File: config.mk
export PLATFORM = sky130hd
export DESIGN_NAME = pipe_hazard_ctrl
export DESIGN_NICKNAME = d
export VERILOG_FILES = /design/src/rtl/pipe_hazard_ctrl.sv
export SDC_FILE = /design/constraint.sdc
export NUM_CORES = 1
export LEC_CHECK = 0
export CAP_MARGIN = 10
export CORE_MARGIN = 2
export CORE_UTILIZATION = 35
export CTS_BUF_LIST = sky130_fd_sc_hd__clkbuf_2 sky130_fd_sc_hd__clkbuf_4 sky130_fd_sc_hd__clkbuf_8
export DETAILED_ROUTE_END_ITERATION = 7
export GPL_TIMING_DRIVEN = 1
export PLACE_DENSITY = 0.79
export SLEW_MARGIN = 10
export SYNTH_ARGS = -nofsm -noshare
export SYNTH_HDL_FRONTEND = slang
export SYNTH_SLANG_ARGS = --single-unit
File: constraint.sdc
create_clock -name clk -period 2.2 [get_ports clk]
set_clock_uncertainty 0.2 [all_clocks]
set_input_delay 0.44 -clock clk [delete_from_list [all_inputs] [get_ports clk]]
set_output_delay 0.44 -clock clk [all_outputs]
set_load 0.005 [all_outputs]
File: src/rtl/pipe_hazard_ctrl.sv
// Stall/flush sequencer for the 5-stage pipeline: load-use, memory-stall, branch-squash and interrupt-entry drain.
// Optional stall-cycle counter output enabled by defining STALL_CNT_EN.
module pipe_hazard_ctrl #(
  parameter int unsigned DRAIN_CYCLES = 3,
  parameter int unsigned CNT_W        = 16
) (
  input  logic             clk,
  input  logic             rst,
  input  logic [2:0]       dec_rsrc1,
  input  logic [2:0]       dec_rsrc2,
  input  logic             dec_use1,
  input  logic             dec_use2,
  input  logic             ex_mem_rd,
  input  logic [2:0]       ex_rdst,
  input  logic             branch_taken,
  input  logic             mem_busy,
  input  logic             int_req,
  output logic             pc_en,
  output logic             fd_en,
  output logic             fd_flush,
  output logic             da_en,
  output logic             da_flush,
  output logic             am_en,
  output logic             int_ack
`ifdef STALL_CNT_EN
  ,
  output logic [CNT_W-1:0] stall_cnt
`endif
);

  localparam int unsigned DW = (DRAIN_CYCLES > 1) ? $clog2(DRAIN_CYCLES) : 1;

  if (DRAIN_CYCLES < 1 || CNT_W < 1) begin : g_bad_params
    $error("pipe_hazard_ctrl: DRAIN_CYCLES and CNT_W must both be >= 1");
  end

  typedef enum logic [1:0] {
    RUN,
    INT_DRAIN,
    INT_ACK
  } state_t;

  state_t        state;
  logic [DW-1:0] cnt;
  logic          hazard;
  logic          accept;

  assign hazard = ex_mem_rd &&
                  ((dec_use1 && (dec_rsrc1 == ex_rdst)) ||
                   (dec_use2 && (dec_rsrc2 == ex_rdst)));

  assign accept = (state == RUN) && int_req && !branch_taken && !hazard;

  always_comb begin
    pc_en    = 1'b0;
    fd_en    = 1'b0;
    fd_flush = 1'b0;
    da_en    = 1'b0;
    da_flush = 1'b0;
    am_en    = 1'b0;
    int_ack  = 1'b0;
    if (rst) begin
      fd_flush = 1'b1;
      da_flush = 1'b1;
    end else if (!mem_busy) begin
      // Every non-stalled path advances the decode/ALU and ALU/mem buffers.
      da_en = 1'b1;
      am_en = 1'b1;
      case (state)
        RUN: begin
          if (branch_taken) begin
            pc_en    = 1'b1;
            fd_en    = 1'b1;
            fd_flush = 1'b1;
            da_flush = 1'b1;
          end else if (hazard) begin
            da_flush = 1'b1;
          end else if (int_req) begin
            fd_en    = 1'b1;
            fd_flush = 1'b1;
            da_flush = 1'b1;
          end else begin
            pc_en = 1'b1;
            fd_en = 1'b1;
          end
        end
        INT_DRAIN: begin
          fd_en    = 1'b1;
          fd_flush = 1'b1;
          da_flush = 1'b1;
        end
        INT_ACK: begin
          int_ack  = 1'b1;
          pc_en    = 1'b1;
          fd_en    = 1'b1;
          fd_flush = 1'b1;
          da_flush = 1'b1;
        end
        default: begin
          da_en = 1'b0;
          am_en = 1'b0;
        end
      endcase
    end
  end

  always_ff @(posedge clk) begin
    if (rst) begin
      state <= RUN;
      cnt   <= '0;
    end else if (!mem_busy) begin
      case (state)
        RUN: begin
          if (accept) begin
            cnt   <= DW'(DRAIN_CYCLES - 1);
            state <= (DRAIN_CYCLES == 1) ? INT_ACK : INT_DRAIN;
          end
        end
        INT_DRAIN: begin
          // Counter holds the drain cycles still owed including this one.
          cnt <= cnt - DW'(1);
          if (cnt == DW'(1)) state <= INT_ACK;
        end
        INT_ACK: state <= RUN;
        default: state <= RUN;
      endcase
    end
  end

`ifdef STALL_CNT_EN
  always_ff @(posedge clk) begin
    if (rst) begin
      stall_cnt <= '0;
    end else if (!pc_en && (stall_cnt != '1)) begin
      stall_cnt <= stall_cnt + CNT_W'(1);
    end
  end
`endif

endmodule

==> results by group <==
Place
  – Dpl ws: -664 ps
  – IO buf count: 23
  – Routability cong.: roughly 0.71
  – Final HPWL DP: approximately 1000 µm

GRT
  – First-pass GRT wire length: 2700 µm
  – GRT Residual Overflow: 0
  – Largest net degree at the start of global routing: 8
  – Number of global-route vias before repair: ~630
  – Initial antenna violation count: 0
  – GRT Overall Usage: approximately a quarter

Setup path
  – CP Class: in -> out
  – Worst-path fanout max: 3
  – Critical path required time: 1560 ps
  – Worst path cell trace: buf_6 > xnor2_1 > nand4_1 > a21boi_4 > buf_6 > nor2_2 > o31a_1 > buf_2
  – CP startpoint kind: input port
  – Worst EP arrival: approximately 1600 ps
  – Slowest CP cell: a21boi_4
  – Crit end category: output port
  – Highest cell delay on the worst timing path: around 240 ps
  – Most frequent CP cell: buf_6
  – Crit-path leading delay family: compound AO/OA/AOI/OAI gates
  – Worst path bufs/invs: 3

Power
  – Max VDD drop: about 0.18 mV
  – Psw: 0.105 mW
  – Clk pwr share: between 20 and 30%
  – Gate power share: 47.7%
  – PD cells: roughly 330 nW/µm²
  – Sequential power share: 23.5%
  – Internal power: around 0.23 mW
  – Switching Share: a little under a third
  – Static Leak: ~0.44 nW

Synth
  – Xor/xnor share of the synthesized area: between 10 and 15%
  – Largest family of logic cells by synthesized area: simple AND/OR/NAND/NOR gates
  – Post-Synth Simple-Gate Area: 31.1%
  – Mux share of post-synthesis cell area: roughly 2.1%
  – Post-synthesis average cell area: slightly above 8 µm²
  – Post-synthesis sequential area ratio: between 15 and 20%
  – Mapped Area: between 400 and 500 µm²
  – Seq cells post-synth: 4
  – Post-synthesis adder-cell area fraction: 13.1%
  – Post-synthesis cell type count: 29
  – Mapped Cells: 59
  – Syn_nets: 81
  – Yosys warning total: 0
  – Synth Area in Compound Gates: around 21%

STA
  – Minimum clock period after layout: roughly 2300 ps
  – Crit share post-route: 103%
  – Tightest Pin Transition: 354 ps
  – Setup_tns: -139 ps
  – Unrepaired setup endpoints after global routing: true
  – WHS: roughly 270 ps
  – Fmax: about 0.44 GHz
  – Fin. max-slew vios: 0
  – Final worst slack: -70.7 ps
  – Worst slew margin: around three quarters
  – Setup violators final: 3
  – Final Hold Viols: 0

Clock tree
  – CTS tree: done
  – Max Root-Sink Buffers: 2
  – Clk slew on worst S/H paths: roughly 40 ps
  – CTS H-tree depth: 1
  – Clk sinks: 4
  – Clock root buffer: clkbuf_4
  – Hold-fix buffers, CTS: 0
  – Insertion delay to the later sink of the worst-skew pair: between 200 and 250 ps
  – Num CTS Buffers: 3

Cells and area
  – Share of layout cells above drive strength 1: 54.7%
  – Layout area overhead: 111%
  – Most frequent cells in the layout: buf_4, buf_2, dlygate4sd2_1
  – Most common cell after layout, fill and taps aside: buf_4
  – ANT cells: 0
  – Final nets: 130
  – Util after Layout: between 70% and 80%

Detailed routing
  – Mean number of vias per cell: ~5.3
  – Post-Route WL: 1910 µm
  – Antenna Violating Nets Remaining: 0
  – Total number of vias: approximately 640
  – Initial DRC count: 8
  – DRC violations left: 0
  – Wire per inst: about 16 µm
  – DR pass1 iterations: 4

Status
  – Failing checks: negative setup slack
  – Outcome: finished, violations left

Floorplanning
  – Die area: approximately 1700 µm²
  – Core Region: between 1000 and 1500 µm²
  – Num ports: 24
  – Die height: between 40 and 50 µm
  – FP Rows: 13
  – Starting Density: 37.3%
  – Die X: between 40 and 50 µm

Run
  – Max Cap Violations: 0

Worst hold path
  – Worst Hold Class: reg -> reg
-- logic make-up after synthesis --
kind of cell    after synthesis
xor+xnor                      6
compound gates               14
mux                           1
fa+ha+maj                     5
simple gates                 23
buf+inv                       6
flops                         4
-- flip-flops by register name, indices dropped and copies added, names as in the netlist --
name	count
cnt	2
state	2
-- power groups by stage --
stage | combinational [mW] | sequential [mW] | clock [mW]
final | 0.160 | 0.0791 | 0.0969
after global routing | 0.171 | 0.0790 | 0.103
after CTS | 0.148 | 0.0789 | 0.103
after detailed placement | 0.125 | 0.0795 | 0
after global placement | 0.123 | 0.0791 | 0
after floorplan | 0.0526 | 0.0787 | 0
-- cells in the mapped netlist, drive strengths merged --
cell,n,area [µm²]
nor2,4,15.0
nor3b,4,35.0
nor3,2,10.0
nand4,2,12.5
o211ai,1,7.51
a21oi,4,20.0
o21ai,1,5.00
o31ai,1,7.51
a211oi,1,7.51
nand2,2,7.51
ha,5,62.6
a21o,1,7.51
or3b,1,8.76
inv,4,15.0
o311ai,1,8.76
or2,1,6.26
mux2i,1,10.0
a31oi,1,6.26
nand4bb,1,11.3
dfxtp,4,80.1
clkbuf,1,3.75
o31a,2,17.5
xnor2,6,52.6
a21boi,1,11.3
nand3,2,10.0
buf,1,7.51
nand2b,4,32.5
-- tightest hold or removal path: cells and delay by family, from the launching register on --
kind	cells	cell delay, ps
DFF	1	320
AOI/OAI and AO/OA	1	50
and+or+nand+nor	1	60
-- routing by layer --
layer  global-route usage [%]  share of wire (%)  vias up  wire length (µm)
li1                         -                  -      306                 -
met1                     24.4                 37      292               708
met2                     49.2                 54       35              1030
met3                     4.35                4.9        8                94
met4                     15.8                3.9        0                75
met5                        0                  0        -                 0
-- area by class of cell --
class / instances / area, µm²
Clock buffer: 3 / 22.5
Fill cell: 81 / 274
Inverter: 4 / 15.0
Multi-Input combinational cell: 49 / 488
Sequential cell: 4 / 85.1
Tap cell: 15 / 18.8
Timing Repair Buffer: 46 / 382
-- metrics by stage --
stage          total power [mW]  area (µm²)  std cells
2_1_floorplan             0.131         479         59
3_3_place_gp              0.202         807        107
3_5_place_dp              0.205         807        107
4_1_cts                   0.330         988        123
5_1_grt                   0.354        1010        121
6_report                  0.336        1010        121
-- worst paths after layout --
path / start / endpoint / slack (ps) / cells after the start
max reg2reg: state[0] / cnt[0] / 30 / 9
max: ex_rdst[1] / pc_en / -70 / 8
min reg2reg: cnt[0] / cnt[0] / 270 / 2
min: cnt[0] / cnt[0] / 270 / 2
-- repair_timing --
item | in CTS | in global routing
pin swaps | 14 | 11
resized for setup | 76 | 12
endpoints found under the setup margin | 7 | 6
setup buffers | 14 | 1
Note: power is estimated with default switching activity, not from simulation.
